## src/rtl/cdu_pkg.sv

```systemverilog
// Shared definitions for the CDU tracking-mode sequencer: mode encoding and
// default dwell/settle/loss thresholds.
package cdu_pkg;

    typedef enum logic [1:0] {
        MODE_ZERO   = 2'd0,
        MODE_COARSE = 2'd1,
        MODE_FINE1  = 2'd2,
        MODE_FINE2  = 2'd3
    } cdu_mode_e;

    localparam int DEF_CNT_W         = 6;
    localparam int DEF_ZERO_DWELL    = 2;
    localparam int DEF_COARSE_SETTLE = 8;
    localparam int DEF_FINE_SETTLE   = 16;
    localparam int DEF_LOSS_LIMIT    = 4;

endpackage

```

## src/rtl/dwell_counter.sv

```systemverilog
// Tick-gated saturating counter: on a tick it counts up when i_inc is high and
// clears otherwise; o_hit flags the qualifying tick on which it reaches i_thresh.
module dwell_counter #(
    parameter int CNT_W = 6
) (
    input  logic             CLOCKH,
    input  logic             rst,
    input  logic             i_clr,
    input  logic             i_tick,
    input  logic             i_inc,
    input  logic [CNT_W-1:0] i_thresh,
    output logic             o_hit
);

    logic [CNT_W-1:0] r_count;
    logic [CNT_W-1:0] w_count_inc;

    assign w_count_inc = (r_count == '1) ? r_count : r_count + CNT_W'(1);

    // Compare against the incremented value so the deciding tick is the one
    // that reaches the threshold; a threshold of 0 fires on the first tick.
    assign o_hit = i_tick & i_inc & (w_count_inc >= i_thresh);

    // NOTE: sequential state uses non-blocking assignments so every register
    // samples pre-edge values; clear outranks the tick update.
    always_ff @(posedge CLOCKH) begin
        if (rst || i_clr) begin
            r_count <= '0;
        end else if (i_tick) begin
            r_count <= i_inc ? w_count_inc : '0;
        end
    end

endmodule

```

## src/rtl/track_mode_ctrl.sv

```systemverilog
// Per-channel CDU tracking-mode sequencer (ZERO/COARSE/FINE1/FINE2).
// Define CDU_FINE2_EN to build the FINE2 state; otherwise FINE1 is terminal.
module track_mode_ctrl
    import cdu_pkg::*;
#(
    parameter int CNT_W         = DEF_CNT_W,
    parameter int ZERO_DWELL    = DEF_ZERO_DWELL,
    parameter int COARSE_SETTLE = DEF_COARSE_SETTLE,
    parameter int FINE_SETTLE   = DEF_FINE_SETTLE,
    parameter int LOSS_LIMIT    = DEF_LOSS_LIMIT
) (
    input  logic       CLOCKH,
    input  logic       rst,
    input  logic       _800LHI,
    input  logic       CDUZ,
    input  logic       COARSE_NULL,
    input  logic       UPLVL,
    input  logic       DNLVL,
    output logic       TLC1H,
    output logic       TLF1H,
    output logic       TLF2H,
    output logic       RSETB,
    output logic [1:0] MODE,
    output logic       MODE_CHG
);

    cdu_mode_e        r_state;
    cdu_mode_e        w_next_state;
    logic             r_tlc1h, r_tlf1h, r_rsetb, r_mode_chg;
    logic             w_loss;
    logic             w_dwell_inc, w_loss_inc;
    logic             w_dwell_hit, w_loss_hit;
    logic             w_state_chg, w_cnt_clr;
    logic [CNT_W-1:0] w_dwell_thresh;

    assign w_loss = UPLVL | DNLVL;

    // One counter serves as ZERO dwell, COARSE settle and FINE1 settle.
    always_comb begin
        w_dwell_inc    = 1'b0;
        w_loss_inc     = 1'b0;
        w_dwell_thresh = '1;
        case (r_state)
            MODE_ZERO: begin
                w_dwell_inc    = 1'b1;
                w_dwell_thresh = CNT_W'(ZERO_DWELL);
            end
            MODE_COARSE: begin
                w_dwell_inc    = COARSE_NULL;
                w_dwell_thresh = CNT_W'(COARSE_SETTLE);
            end
            MODE_FINE1: begin
`ifdef CDU_FINE2_EN
                w_dwell_inc    = ~w_loss;
`endif
                w_dwell_thresh = CNT_W'(FINE_SETTLE);
                w_loss_inc     = w_loss;
            end
`ifdef CDU_FINE2_EN
            MODE_FINE2: begin
                w_loss_inc     = w_loss;
            end
`endif
            default: ;
        endcase
    end

    always_comb begin
        w_next_state = r_state;
        if (CDUZ) begin
            w_next_state = MODE_ZERO;
        end else begin
            case (r_state)
                MODE_ZERO:   if (w_dwell_hit) w_next_state = MODE_COARSE;
                MODE_COARSE: if (w_dwell_hit) w_next_state = MODE_FINE1;
                MODE_FINE1: begin
                    if (w_loss_hit)       w_next_state = MODE_COARSE;
`ifdef CDU_FINE2_EN
                    else if (w_dwell_hit) w_next_state = MODE_FINE2;
`endif
                end
`ifdef CDU_FINE2_EN
                MODE_FINE2:  if (w_loss_hit) w_next_state = MODE_FINE1;
`endif
                default:     w_next_state = MODE_ZERO;
            endcase
        end
    end

    assign w_state_chg = (w_next_state != r_state);
    assign w_cnt_clr   = CDUZ | w_state_chg;

    dwell_counter #(.CNT_W(CNT_W)) u_dwell_cnt (
        .CLOCKH   (CLOCKH),
        .rst      (rst),
        .i_clr    (w_cnt_clr),
        .i_tick   (_800LHI),
        .i_inc    (w_dwell_inc),
        .i_thresh (w_dwell_thresh),
        .o_hit    (w_dwell_hit)
    );

    dwell_counter #(.CNT_W(CNT_W)) u_loss_cnt (
        .CLOCKH   (CLOCKH),
        .rst      (rst),
        .i_clr    (w_cnt_clr),
        .i_tick   (_800LHI),
        .i_inc    (w_loss_inc),
        .i_thresh (CNT_W'(LOSS_LIMIT)),
        .o_hit    (w_loss_hit)
    );

`ifdef CDU_FINE2_EN
    logic r_tlf2h;
`endif

    always_ff @(posedge CLOCKH) begin
        if (rst) begin
            r_state    <= MODE_ZERO;
            r_rsetb    <= 1'b1;
            r_tlc1h    <= 1'b0;
            r_tlf1h    <= 1'b0;
`ifdef CDU_FINE2_EN
            r_tlf2h    <= 1'b0;
`endif
            r_mode_chg <= 1'b0;
        end else begin
            r_state    <= w_next_state;
            r_rsetb    <= (w_next_state == MODE_ZERO);
            r_tlc1h    <= (w_next_state == MODE_COARSE);
            r_tlf1h    <= (w_next_state == MODE_FINE1);
`ifdef CDU_FINE2_EN
            r_tlf2h    <= (w_next_state == MODE_FINE2);
`endif
            r_mode_chg <= w_state_chg;
        end
    end

    assign RSETB    = r_rsetb;
    assign TLC1H    = r_tlc1h;
    assign TLF1H    = r_tlf1h;
`ifdef CDU_FINE2_EN
    assign TLF2H    = r_tlf2h;
`else
    assign TLF2H    = 1'b0;
`endif
    assign MODE     = r_state;
    assign MODE_CHG = r_mode_chg;

endmodule
```

## config.mk

```make
export PLATFORM = sky130hd
export DESIGN_NAME = track_mode_ctrl
export DESIGN_NICKNAME = d
export VERILOG_FILES = /design/src/rtl/cdu_pkg.sv /design/src/rtl/dwell_counter.sv /design/src/rtl/track_mode_ctrl.sv
export SDC_FILE = /design/constraint.sdc
export NUM_CORES = 1
export LEC_CHECK = 0
export CAP_MARGIN = 5
export CORE_ASPECT_RATIO = 0.6
export CORE_MARGIN = 2
export CORE_UTILIZATION = 39
export CTS_CLUSTER_DIAMETER = 40
export DETAILED_ROUTE_END_ITERATION = 8
export DONT_BUFFER_PORTS = 1
export PLACE_DENSITY = 0.56
export SYNTH_ARGS = -nofsm -noshare
export SYNTH_HDL_FRONTEND = slang
export SYNTH_SLANG_ARGS = --single-unit
```

## constraint.sdc

```tcl
create_clock -name CLOCKH -period 6.48 [get_ports CLOCKH]
set_clock_uncertainty 0.1 [all_clocks]
set_input_delay 0.972 -clock CLOCKH [delete_from_list [all_inputs] [get_ports CLOCKH]]
set_output_delay 0.972 -clock CLOCKH [all_outputs]
set_load 0.02 [all_outputs]
```

# After elaboration in Yosys (flattened, before gate mapping)
# Cells that the tools add are included.
[classes] n_bitwise=6 mul=0 eq_ne=7 muxes=12 shift=0 n_addsub=2 n_reduce_logical=3 div=0 magnitude_cmp=2
[op_table] operator="$mux W6" count=4
[op_table] operator="$pmux W6 S3" count=1
[op_table] operator="$add A6 B1 Y6 const B" count=2
[op_table] operator="$eq A6 B6 Y1 const B" count=2
[op_table] operator="$mux W2" count=4
[op_table] operator="$ge A6 B3 Y1 const B" count=1
[op_table] operator="$ge A6 B6 Y1" count=1
[op_table] operator="$pmux W2 S3" count=1
[op_table] operator="$and A1 B1 Y1" count=4
[op_table] operator="$eq A2 B1 Y1 const B" count=2
[op_table] operator="$eq A2 B2 Y1 const B" count=2
[op_table] operator="$logic_not A2 Y1" count=2
[op_table] operator="$ne A2 B2 Y1" count=1
[op_table] operator="$or A1 B1 Y1" count=2
[op_table] operator="$pmux W1 S2" count=1
[op_table] operator="$logic_or A1 B1 Y1" count=1
[op_table] operator="$mux W1" count=1
[totals] output_inout_bits=7 latch_bits=0 rom_bits=0 in_bits=7 n_memories=0 regBits=18 ramBits=0

# Depth between registers and ports, before layout
# Gate-level depths: netlist of run 1.
[depth] ltp_word=10 ltp_mapped=12

# Hierarchy
# Synthesis of run 1 repeated with hierarchy kept, for this count alone.
[hier_totals] hier_cells=196 hier_area_um2=1540.2
[by_module_without_submodules] module="dwell_counter" n_inst=2 area_per_inst_um2=556.8 cells_each=73
[by_module_without_submodules] module="track_mode_ctrl" n_inst=1 area_per_inst_um2=426.7 cells_each=50

# Worst setup path before layout of run 1
# OpenSTA, ideal clock, no wires.
[synth_timing] path_kind="flip-flop to flip-flop" from="reg u_dwell_cnt.r_count[0]" to="reg u_dwell_cnt.r_count[1]" arrival_time_ns=2.480 slack_ns=3.784 synth_period_minus_slack_ns=2.696 setup_ns=0.117 path_stages_with_launch=12 cell_sequence="dfxtp_1 ha_1 and2_1 nand4_1 mux2_2 ha_1 a21oi_1 o21a_1 o311ai_1 nand4b_2 buf_6 nor2_1"
[synth_between] elab_chain_len=10 elab_cells_between_ends=13 classes_between="add/sub: 1; order compare: 1; eq/ne: 2; mux: 6; bitwise: 2; reduce/logical: 1"
[synth_rtl] item="from (decl)" line_no="dwell_counter.sv:15" text="logic [CNT_W-1:0] r_count;"
[synth_rtl] item="from (signal assigned)" line_no="dwell_counter.sv:30" text="r_count <= i_inc ? w_count_inc : '0;"
[synth_rtl] item="$add A6 B1 Y6 or $eq A6 B6 Y1 (tied branches)" line_no="dwell_counter.sv:18" text="assign w_count_inc = (r_count == '1) ? r_count : r_count + CNT_W'(1);"
[synth_rtl] item="$mux W6 *" line_no="dwell_counter.sv:18"
[synth_rtl] item="$ge A6 B6 Y1" line_no="dwell_counter.sv:22" text="assign o_hit = i_tick & i_inc & (w_count_inc >= i_thresh);"
[synth_rtl] item="$and A1 B1 Y1" line_no="dwell_counter.sv:22"
[synth_rtl] item="$mux W2 (on tied branches)" line_no="track_mode_ctrl.sv:75, track_mode_ctrl.sv:74"
[synth_rtl] item="$pmux W2 S3" line_no="track_mode_ctrl.sv:73" text="case (r_state)"
[synth_rtl] item="$mux W2" line_no="track_mode_ctrl.sv:70" text="if (CDUZ) begin"
[synth_rtl] item="$ne A2 B2 Y1" line_no="track_mode_ctrl.sv:90" text="assign w_state_chg = (w_next_state != r_state);"
[synth_rtl] item="$or A1 B1 Y1" line_no="track_mode_ctrl.sv:91" text="assign w_cnt_clr = CDUZ | w_state_chg;"
[synth_rtl] item="$logic_or A1 B1 Y1" line_no="dwell_counter.sv:27" text="if (rst || i_clr) begin"
# Mark *: on every way between the ends. The rest lies on a longest branch, timed or not.
# A chain may end at the register's enable or synchronous reset.

# Worst setup path after layout of run 1
[layout_timing] from="reg r_state[0], in the netlist MODE[0]" to="reg u_loss_cnt.r_count[5]"
[layout_between] elab_chain_len=10 elab_cells_between_ends=20 classes_between="order compare: 1; eq/ne: 3; mux: 9; bitwise: 5; reduce/logical: 2"
[layout_rtl] item="from (decl)" line_no="track_mode_ctrl.sv:27" text="cdu_mode_e r_state;"
[layout_rtl] item="from (signal assigned)" line_no="track_mode_ctrl.sv:128" text="r_state <= w_next_state;"
[layout_rtl] item="$eq A2 B2 Y1 (tied with other cells)" line_no="track_mode_ctrl.sv:43, track_mode_ctrl.sv:73"
[layout_rtl] item="$pmux W6 S3 (tied with other cells)" line_no="track_mode_ctrl.sv:43" text="case (r_state)"
[layout_rtl] item="$ge A6 B6 Y1 or $and A1 B1 Y1 (tied branches)" line_no="dwell_counter.sv:22"
[layout_rtl] item="$and A1 B1 Y1" line_no="dwell_counter.sv:22"
[layout_rtl] item="$mux W2 (on tied branches)" line_no="track_mode_ctrl.sv:75, track_mode_ctrl.sv:74, track_mode_ctrl.sv:77"
[layout_rtl] item="$pmux W2 S3" line_no="track_mode_ctrl.sv:73"
[layout_rtl] item="$mux W2" line_no="track_mode_ctrl.sv:70"
[layout_rtl] item="$ne A2 B2 Y1" line_no="track_mode_ctrl.sv:90"
[layout_rtl] item="$or A1 B1 Y1" line_no="track_mode_ctrl.sv:91"
[layout_rtl] item="$logic_or A1 B1 Y1" line_no="dwell_counter.sv:27"
[layout_rtl] item="to (signal assigned)" line_no="dwell_counter.sv:30"
[layout_rtl] item="to (decl)" line_no="dwell_counter.sv:15"
# Several ways; a longest one is shown, not always the timed one.

==> results.json, run 1 <==
{
  "status": "complete, no violations",
  "die_area_mm2": 0.00369,
  "grt_max_degree": 13,
  "worstPathCellList": "inv_1 > ha_1 > nor2_1 > ha_1 > a41o_1 > a21oi_1 > o21a_1 > o311ai_1 > nand4b_2 > a211oi_1",
  "slew_violations": 0,
  "wl_um": 2680,
  "crit_slowest_cell": "dfxtp_1",
  "dr.pass1.iters": 5,
  "drt_iter0_drc": 99,
  "worst-setup-path-type": "flip-flop to flip-flop",
  "cp_max_fo": 12,
  "layout_setup_ws_ps": 3280,
  "syn_inst": 149,
  "dp_hpwl_um": 2030,
  "synth_edf_count": 0,
  "grt_pass1_vias": 929,
  "gp_congestion": 0.836,
  "period_share_pct": 49.3,
  "cts_setup_buffers": 0,
  "antenna_cells": 0,
  "hp-class": "flip-flop to flip-flop",
  "ios": 14,
  "io_buffers": 0,
  "p_leak_nw": 0.493,
  "remaining_drc_errors": 0,
  "ant_nets": 0,
  "core-area_mm2": 0.00297,
  "synth_warnings": 0,
  "n_fill_cell": 307,
  "crit_path_end_kind": "flip-flop",
  "power_density_mw_per_mm2": 169,
  "synthesis.nets": 168,
  "cts_root_buffer": "clkbuf_8",
  "die_x_um": 77.1,
  "vias": 1072,
  "rsz0062_at_grt": "no",
  "synth_ff_type": "dfxtp_1",
  "cts_buffer_depth": 2,
  "arrival_ps": 3270,
  "crit_start": "MODE[0]",
  "vdd_drop_max_mv": 0.0699,
  "final_nets": 169,
  "area_growth_syn_to_layout_pct": 6.11,
  "clkLatencyLatePin_ps": 260,
  "htree_levels": 1,
  "timing.rr.start": "MODE[0]",
  "yosysUniqueCellTypes": 48,
  "dp_slack_ps": 3280,
  "final-setup-viol-count": 0,
  "wl_per_cell_um": 14.0,
  "hold_viol_final": 0,
  "tritoncts": "yes",
  "clk_pin_slew_worst_paths_ps": 70,
  "ctsHoldBuffers": 0,
  "rows": 15,
  "fmax_mhz": 313,
  "finalSetupTns_ps": 0,
  "initial_core_util_pct": 42.2,
  "fin_crit_ps": 3200,
  "cts-resized-gates": 0,
  "yosysSeqAreaShare_pct": 28.8,
  "cts_buffers": 3,
  "async_flop_share_pct": 0,
  "grt_pass1_wl_um": 4580,
  "hp-start": "u_loss_cnt.r_count[2]",
  "layoutNonFillerInstCount": 191,
  "startpoint_type": "flip-flop",
  "holdWs_ps": 452,
  "slowest_delay_ps": 610,
  "grt_use_total_pct": 16.5,
  "maxCapViolations": 0,
  "cp.required_ps": 6560,
  "die_h_um": 47.9,
  "dp.cells": 187,
  "antenna_found_initial": 0,
  "grt-ovfl-total": 0,
  "drive_gt1_share_pct": 8.72,
  "synth-seq-cells": 18,
  "netlist_area_mm2": 0.00125,
  "clock-sinks": 18,
  "cpMostUsedCell": "ha_1",
  "synth.avg_cell_area_um2": 8.39,
  "vias_per_cell": 5.61
}
==> synth_stat cells, drive strengths merged (2+ instances only) <==
library cell	number	area, um2
a21o	5	40.0
a21oi	11	55.1
a22oi	7	52.6
a31oi	3	33.8
and2	2	12.5
buf	4	31.3
dfxtp	18	360
ha	12	150
inv	4	15.0
mux2	2	22.5
nand2	11	41.3
nand2b	2	12.5
nand3	3	15.0
nand4	3	18.8
nor2	28	108
nor3	2	10.0
nor3b	3	27.5
o21ai	5	25.0
==> cell families after synthesis <==
logic type      after synthesis  share of synthesized area (%)
other cells                   1                          0.300
simple gates                 58                           22.6
xor+xnor                      2                           1.40
fa+ha+maj                    12                           12.0
flops                        18                           28.8
mux                           2                           1.80
buf+inv                       8                           3.70
compound gates               48                           29.3
==> cell usage in the layout (no fill, tap or decap), types with 3 or more instances in the layout <==
| cell type | Yosys | final |
|---|---|---|
| a21o_1 | 3 | 3 |
| clkbuf_8 | 0 | 4 |
| dfxtp_1 | 18 | 18 |
| o21ai_0 | 5 | 5 |
| ha_1 | 12 | 12 |
| a22oi_1 | 7 | 7 |
| nor2_1 | 27 | 27 |
| nand4_1 | 3 | 3 |
| inv_1 | 4 | 4 |
| nand2_1 | 11 | 11 |
| a21oi_1 | 11 | 11 |
| nand3_1 | 3 | 3 |
==> worst max-delay path, delay by kind of cell (launching register included) <==
family                   cells  cell delay (ps)
AO/OA/AOI/OAI                5             1030
adder cells (fa/ha/maj)      2              640
flip-flops                   1              610
AND/OR/NAND/NOR              2              580
buffers and inverters        1              160
==> final timing paths <==
kind | endpoint | slack [ps] | depth (start not counted)
hold reg to reg | u_loss_cnt.r_count[2] | 450 | 2
hold / removal | u_loss_cnt.r_count[2] | 450 | 2
setup reg to reg | u_loss_cnt.r_count[5] | 3280 | 10
setup / recovery | u_loss_cnt.r_count[5] | 3280 | 10
==> power breakdown <==
group,switching (mW),total (mW),internal (mW)
registers,0.00197,0.114,0.112
logic,0.0104,0.0172,0.00680
clock network,0.0398,0.0939,0.0541
==> sequential cells by signal, summed over array words and instances (netlist names) <==
name	count
u_dwell_cnt.r_count	6
u_loss_cnt.r_count	6
MODE	2
MODE_CHG	1
RSETB	1
TLC1H	1
TLF1H	1
==> through the flow <==
step / utilization (%) / power, mW / cell area, um2
floorplan: - / 0.132 / 1250
global placement: 42.9 / 0.133 / 1270
detailed placement: 42.9 / 0.133 / 1270
CTS: 44.7 / 0.227 / 1330
global route: 44.7 / 0.234 / 1330
finish: 44.7 / 0.225 / 1330
==> cell type report <==
class / count / area (um2) / area share [%]
clock buffer: 4 / 55.1 / 4.15
inverter: 4 / 15.0 / 1.13
multi-input combinational: 123 / 843 / 63.6
sequential: 18 / 360 / 27.2
tap: 42 / 52.6 / 3.96
==> metal layers <==
layer / vias up / share of wire (%) / track usage [%]
met5: - / 0 / 0
met4: 0 / 1.5 / 6.43
li1: 552 / - / -
met3: 4 / 6.6 / 4.72
met2: 24 / 39 / 23.3
met1: 492 / 53 / 23.8
(Power assumes the default switching activity.)
==> inputs of run 2 (changes only) <==
==> constraint.sdc (replaced) <==
create_clock -name CLOCKH -period 3.35 [get_ports CLOCKH]
set_clock_uncertainty 0.1 [all_clocks]
set_input_delay 0.5025 -clock CLOCKH [delete_from_list [all_inputs] [get_ports CLOCKH]]
set_output_delay 0.5025 -clock CLOCKH [all_outputs]
set_load 0.02 [all_outputs]
==> results.json, run 2 (synthesis results as in run 1) <==
{
  "vdd_drop_max_mv": 0.131,
  "hp-class": "primary input to flip-flop",
  "layout_setup_ws_ps": 266,
  "status": "complete, no violations",
  "power_density_mw_per_mm2": 322,
  "fin_crit_ps": 3080,
  "ctsHoldBuffers": 0,
  "finalSetupTns_ps": 0,
  "area_growth_syn_to_layout_pct": 7.41,
  "wl_um": 2820,
  "tritoncts": "yes",
  "cts_root_buffer": "clkbuf_8",
  "clock-sinks": 18,
  "wl_per_cell_um": 14.7,
  "drive_gt1_share_pct": 9.33,
  "worst-setup-path-type": "flip-flop to flip-flop",
  "final_nets": 170,
  "io_buffers": 0,
  "grt_max_degree": 13,
  "antenna_found_initial": 0,
  "drt_iter0_drc": 74,
  "die_h_um": 47.9,
  "grt_pass1_vias": 1029,
  "vias": 1076,
  "initial_core_util_pct": 42.2,
  "rsz0062_at_grt": "no",
  "grt_use_total_pct": 16.7,
  "cts_buffers": 3,
  "htree_levels": 1,
  "die_area_mm2": 0.00369,
  "cp_max_fo": 12,
  "rows": 15,
  "final-setup-viol-count": 0,
  "clkLatencyLatePin_ps": 250,
  "ant_nets": 0,
  "dp_hpwl_um": 2100,
  "power_mw": 0.432,
  "clk_pin_slew_worst_paths_ps": 70,
  "maxCapViolations": 0,
  "layoutNonFillerInstCount": 192,
  "grt_pass1_wl_um": 4650,
  "die_x_um": 77.1,
  "final_cell_mix": "nor2_1, dfxtp_1, ha_1, a21oi_1, nand2_1",
  "slew_violations": 0,
  "cts_setup_buffers": 0,
  "hold_viol_final": 0,
  "dp.cells": 188,
  "cts_buffer_depth": 2,
  "holdWs_ps": 212,
  "dr.pass1.iters": 4,
  "vias_per_cell": 5.60,
  "n_fill_cell": 294,
  "arrival_ps": 3160,
  "gp_congestion": 0.787,
  "remaining_drc_errors": 0,
  "ios": 14,
  "core-area_mm2": 0.00297,
  "period_share_pct": 92.1,
  "p_leak_nw": 0.500,
  "crit_path_end_kind": "flip-flop",
  "startpoint_type": "flip-flop",
  "dp_slack_ps": 181,
  "grt-ovfl-total": 0,
  "antenna_cells": 0,
  "fmax_mhz": 324,
  "final_common_cell": "nor2_1",
  "cp.required_ps": 3430
}
-- run 2: changes by cell type in the layout (fill, tap and decap cells not counted) --
| cell | before | now |
|---|---|---|
| nand4b_4 | 0 | 1 |
| nand4b_2 | 1 | 0 |
| buf_4 | 0 | 1 |
-- run 2: routing by layer --
layer	up-vias	wire length (um)	track usage, %
li1	552	-	-
met1	494	1450	22.3
met2	28	1180	26.3
met3	2	178	5.09
met4	0	21	5.71
met5	-	0	0
-- run 2: what timing repair did --
| action | 4_1_cts | 5_1_grt |
|---|---|---|
| endpoints found under the hold margin | 0 | 0 |
| resized for setup | 0 | 1 |
| endpoints found under the setup margin | 0 | 11 |
-- run 2: final timing paths --
check                         start                     to  slack (ps)  cells past startpoint
max reg2reg  u_dwell_cnt.r_count[0]  u_loss_cnt.r_count[2]         270                     11
min                             rst                MODE[0]         210                      1
min reg2reg   u_loss_cnt.r_count[2]  u_loss_cnt.r_count[2]         450                      2
max          u_dwell_cnt.r_count[0]  u_loss_cnt.r_count[2]         270                     11
-- run 2: where the power goes --
part	internal [mW]	total, mW	leakage (nW)	switching [mW]
clock network	0.104	0.177	0.0288	0.0724
logic	0.0142	0.0358	0.326	0.0216
registers	0.216	0.220	0.145	0.00353
total	0.335	0.432	0.500	0.0975
-- run 2: cell type report --
type | count | area [um2] | share of cell area (%)
inverter | 4 | 15.0 | 1.12
timing repair buffer | 1 | 7.51 | 0.559
sequential | 18 | 360 | 26.8
multi-input combinational | 123 | 852 | 63.5
tap | 42 | 52.6 | 3.91
clock buffer | 4 | 55.1 | 4.10
-- run 2: critical path, cell delays in order (launching register included) --
cell,delay (ps)
dfxtp_1,410
ha_1,200
and2_1,200
nand4_1,280
nand2_1,220
ha_1,260
a41o_1,230
a21oi_1,120
o21a_1,280
o311ai_1,170
nand4b_4,300
nor3_1,220
-- run 2: per-stage QoR --
stage / utilization [%] / instance area (um2)
6_report: 45.3 / 1340
5_1_grt: 45.3 / 1340
4_1_cts: 45.0 / 1330
3_5_place_dp: 43.1 / 1280
3_3_place_gp: 43.1 / 1280
2_1_floorplan: - / 1250
==> inputs of run 3 (changes only) <==
--- a/config.mk
+++ b/config.mk
@@ -12,7 +12,7 @@
 export CTS_CLUSTER_DIAMETER = 40
 export DETAILED_ROUTE_END_ITERATION = 8
 export DONT_BUFFER_PORTS = 1
-export PLACE_DENSITY = 0.56
+export PLACE_DENSITY = 0.62
 export SYNTH_ARGS = -nofsm -noshare
 export SYNTH_HDL_FRONTEND = slang
 export SYNTH_SLANG_ARGS = --single-unit
==> results.json, run 3 (synthesis results as in run 1) <==
{
  "rsz0062_at_grt": "no",
  "drt_iter0_drc": 58,
  "hold_viol_final": 0,
  "wl_um": 2750,
  "r2r_slack_ps": 340,
  "die_area_mm2": 0.00369,
  "vias": 1074,
  "reg2reg_to": "u_loss_cnt.r_count[5]",
  "die_h_um": 47.9,
  "clk_pin_slew_worst_paths_ps": 60,
  "ff2ff_path_depth": 11,
  "p_leak_nw": 0.488,
  "fin_crit_ps": 3010,
  "remaining_drc_errors": 0,
  "cts_buffers": 3,
  "vias_per_cell": 5.65,
  "io_buffers": 0,
  "die_x_um": 77.1,
  "cp.required_ps": 3410,
  "drive_gt1_share_pct": 8.78,
  "fmax_mhz": 332,
  "place_area_mm2": 0.00127,
  "min_to": "MODE[0]",
  "vdd_drop_max_mv": 0.209,
  "final_common_cell": "nor2_1",
  "layoutNonFillerInstCount": 190,
  "slew_violations": 0,
  "core-area_mm2": 0.00297,
  "cts_setup_buffers": 0,
  "status": "complete, no violations",
  "n_fill_cell": 313,
  "gp_congestion": 0.823,
  "finalSetupTns_ps": 0,
  "grt_pass1_wl_um": 4460,
  "grt-ovfl-total": 0,
  "crit_path_end_kind": "flip-flop",
  "maxCapViolations": 0,
  "rows": 15,
  "worst-setup-path-type": "flip-flop to flip-flop",
  "tritoncts": "yes",
  "clkLatencyLatePin_ps": 250,
  "startpoint_type": "flip-flop",
  "cts_buffer_depth": 2,
  "dp.cells": 187,
  "hp-start": "rst",
  "period_share_pct": 89.9,
  "dp_hpwl_um": 2130,
  "cts_root_buffer": "clkbuf_8",
  "htree_levels": 1,
  "grt_max_degree": 13,
  "area_growth_syn_to_layout_pct": 5.81,
  "grt_use_total_pct": 15.9,
  "holdPathStages": 1,
  "design_area_mm2": 0.00132,
  "dr.pass1.iters": 4,
  "timing.rr.start": "u_dwell_cnt.r_count[0]",
  "power_mw": 0.399,
  "final_cell_mix": "nor2_1, dfxtp_1, ha_1, a21oi_1, nand2_1",
  "final_nets": 169,
  "final-setup-viol-count": 0,
  "antenna_found_initial": 0,
  "hp-class": "primary input to flip-flop",
  "arrival_ps": 3070,
  "grt_pass1_vias": 967,
  "ios": 14,
  "clock-sinks": 18,
  "ant_nets": 0,
  "ctsHoldBuffers": 0,
  "power_density_mw_per_mm2": 302,
  "initial_core_util_pct": 42.2,
  "antenna_cells": 0,
  "wl_per_cell_um": 14.5,
  "cp_max_fo": 12
}
==> run 3: cell types whose count changed in the layout (fill, tap and decap cells not counted), sizes merged <==
cell / delta
clkbuf: -1
buf: -1
==> run 3: timing repair <==
action / CTS / global route
resized for setup: 0 / 2
setup endpoints to repair: 0 / 12
hold endpoints to repair: 0 / 0
==> run 3: how the worst max path moves through the flow <==
stage	slack, ps	cells after the start	from	to
after floorplan	650	11	u_dwell_cnt.r_count[0]	u_dwell_cnt.r_count[1]
after global placement	220	10	MODE[0]	u_loss_cnt.r_count[2]
after detailed placement	110	10	MODE[0]	u_loss_cnt.r_count[5]
after CTS	90	10	MODE[0]	u_loss_cnt.r_count[5]
after global routing	60	11	u_dwell_cnt.r_count[0]	u_loss_cnt.r_count[2]
final	340	11	u_dwell_cnt.r_count[0]	u_loss_cnt.r_count[5]
==> run 3: worst max-delay path, stage by stage, from the launching register on <==
cell and delay, ps:
dfxtp_1 410, ha_1 210, and2_1 190, nand4_1 260, nand2_1 190, ha_1 260
a41o_1 230, a21oi_1 110, o21a_1 270, o311ai_1 170, nand4b_4 300, a211oi_1 220
==> run 3: through the flow <==
step	hold WS (ps)	setup slack, ps	utilization [%]
final	212	340	44.6
after global routing	209	63.6	44.6
after CTS	212	88.8	44.3
after detailed placement	445	111	42.9
after global placement	428	224	42.9
after floorplan	402	654	-
==> run 3: layer usage <==
metal | track usage (%) | wire length [um]
met4 | 2.14 | 0
met1 | 21.7 | 1430
met2 | 24.6 | 1140
met5 | 0 | 0
met3 | 6.42 | 182
==> run 3: cell type report <==
type | count | area, um2 | area share, %
Inverter | 4 | 15.0 | 1.14
Tap cell | 42 | 52.6 | 3.97
Sequential cell | 18 | 362 | 27.3
Clock buffer | 3 | 41.3 | 3.12
Multi-Input combinational cell | 123 | 852 | 64.4
==> run 3: power breakdown <==
part           internal (mW)  leakage [nW]  switching (mW)
clock network         0.0797        0.0216          0.0639
logic                 0.0139         0.321          0.0214
registers              0.216         0.146         0.00391
total                  0.310         0.488          0.0893
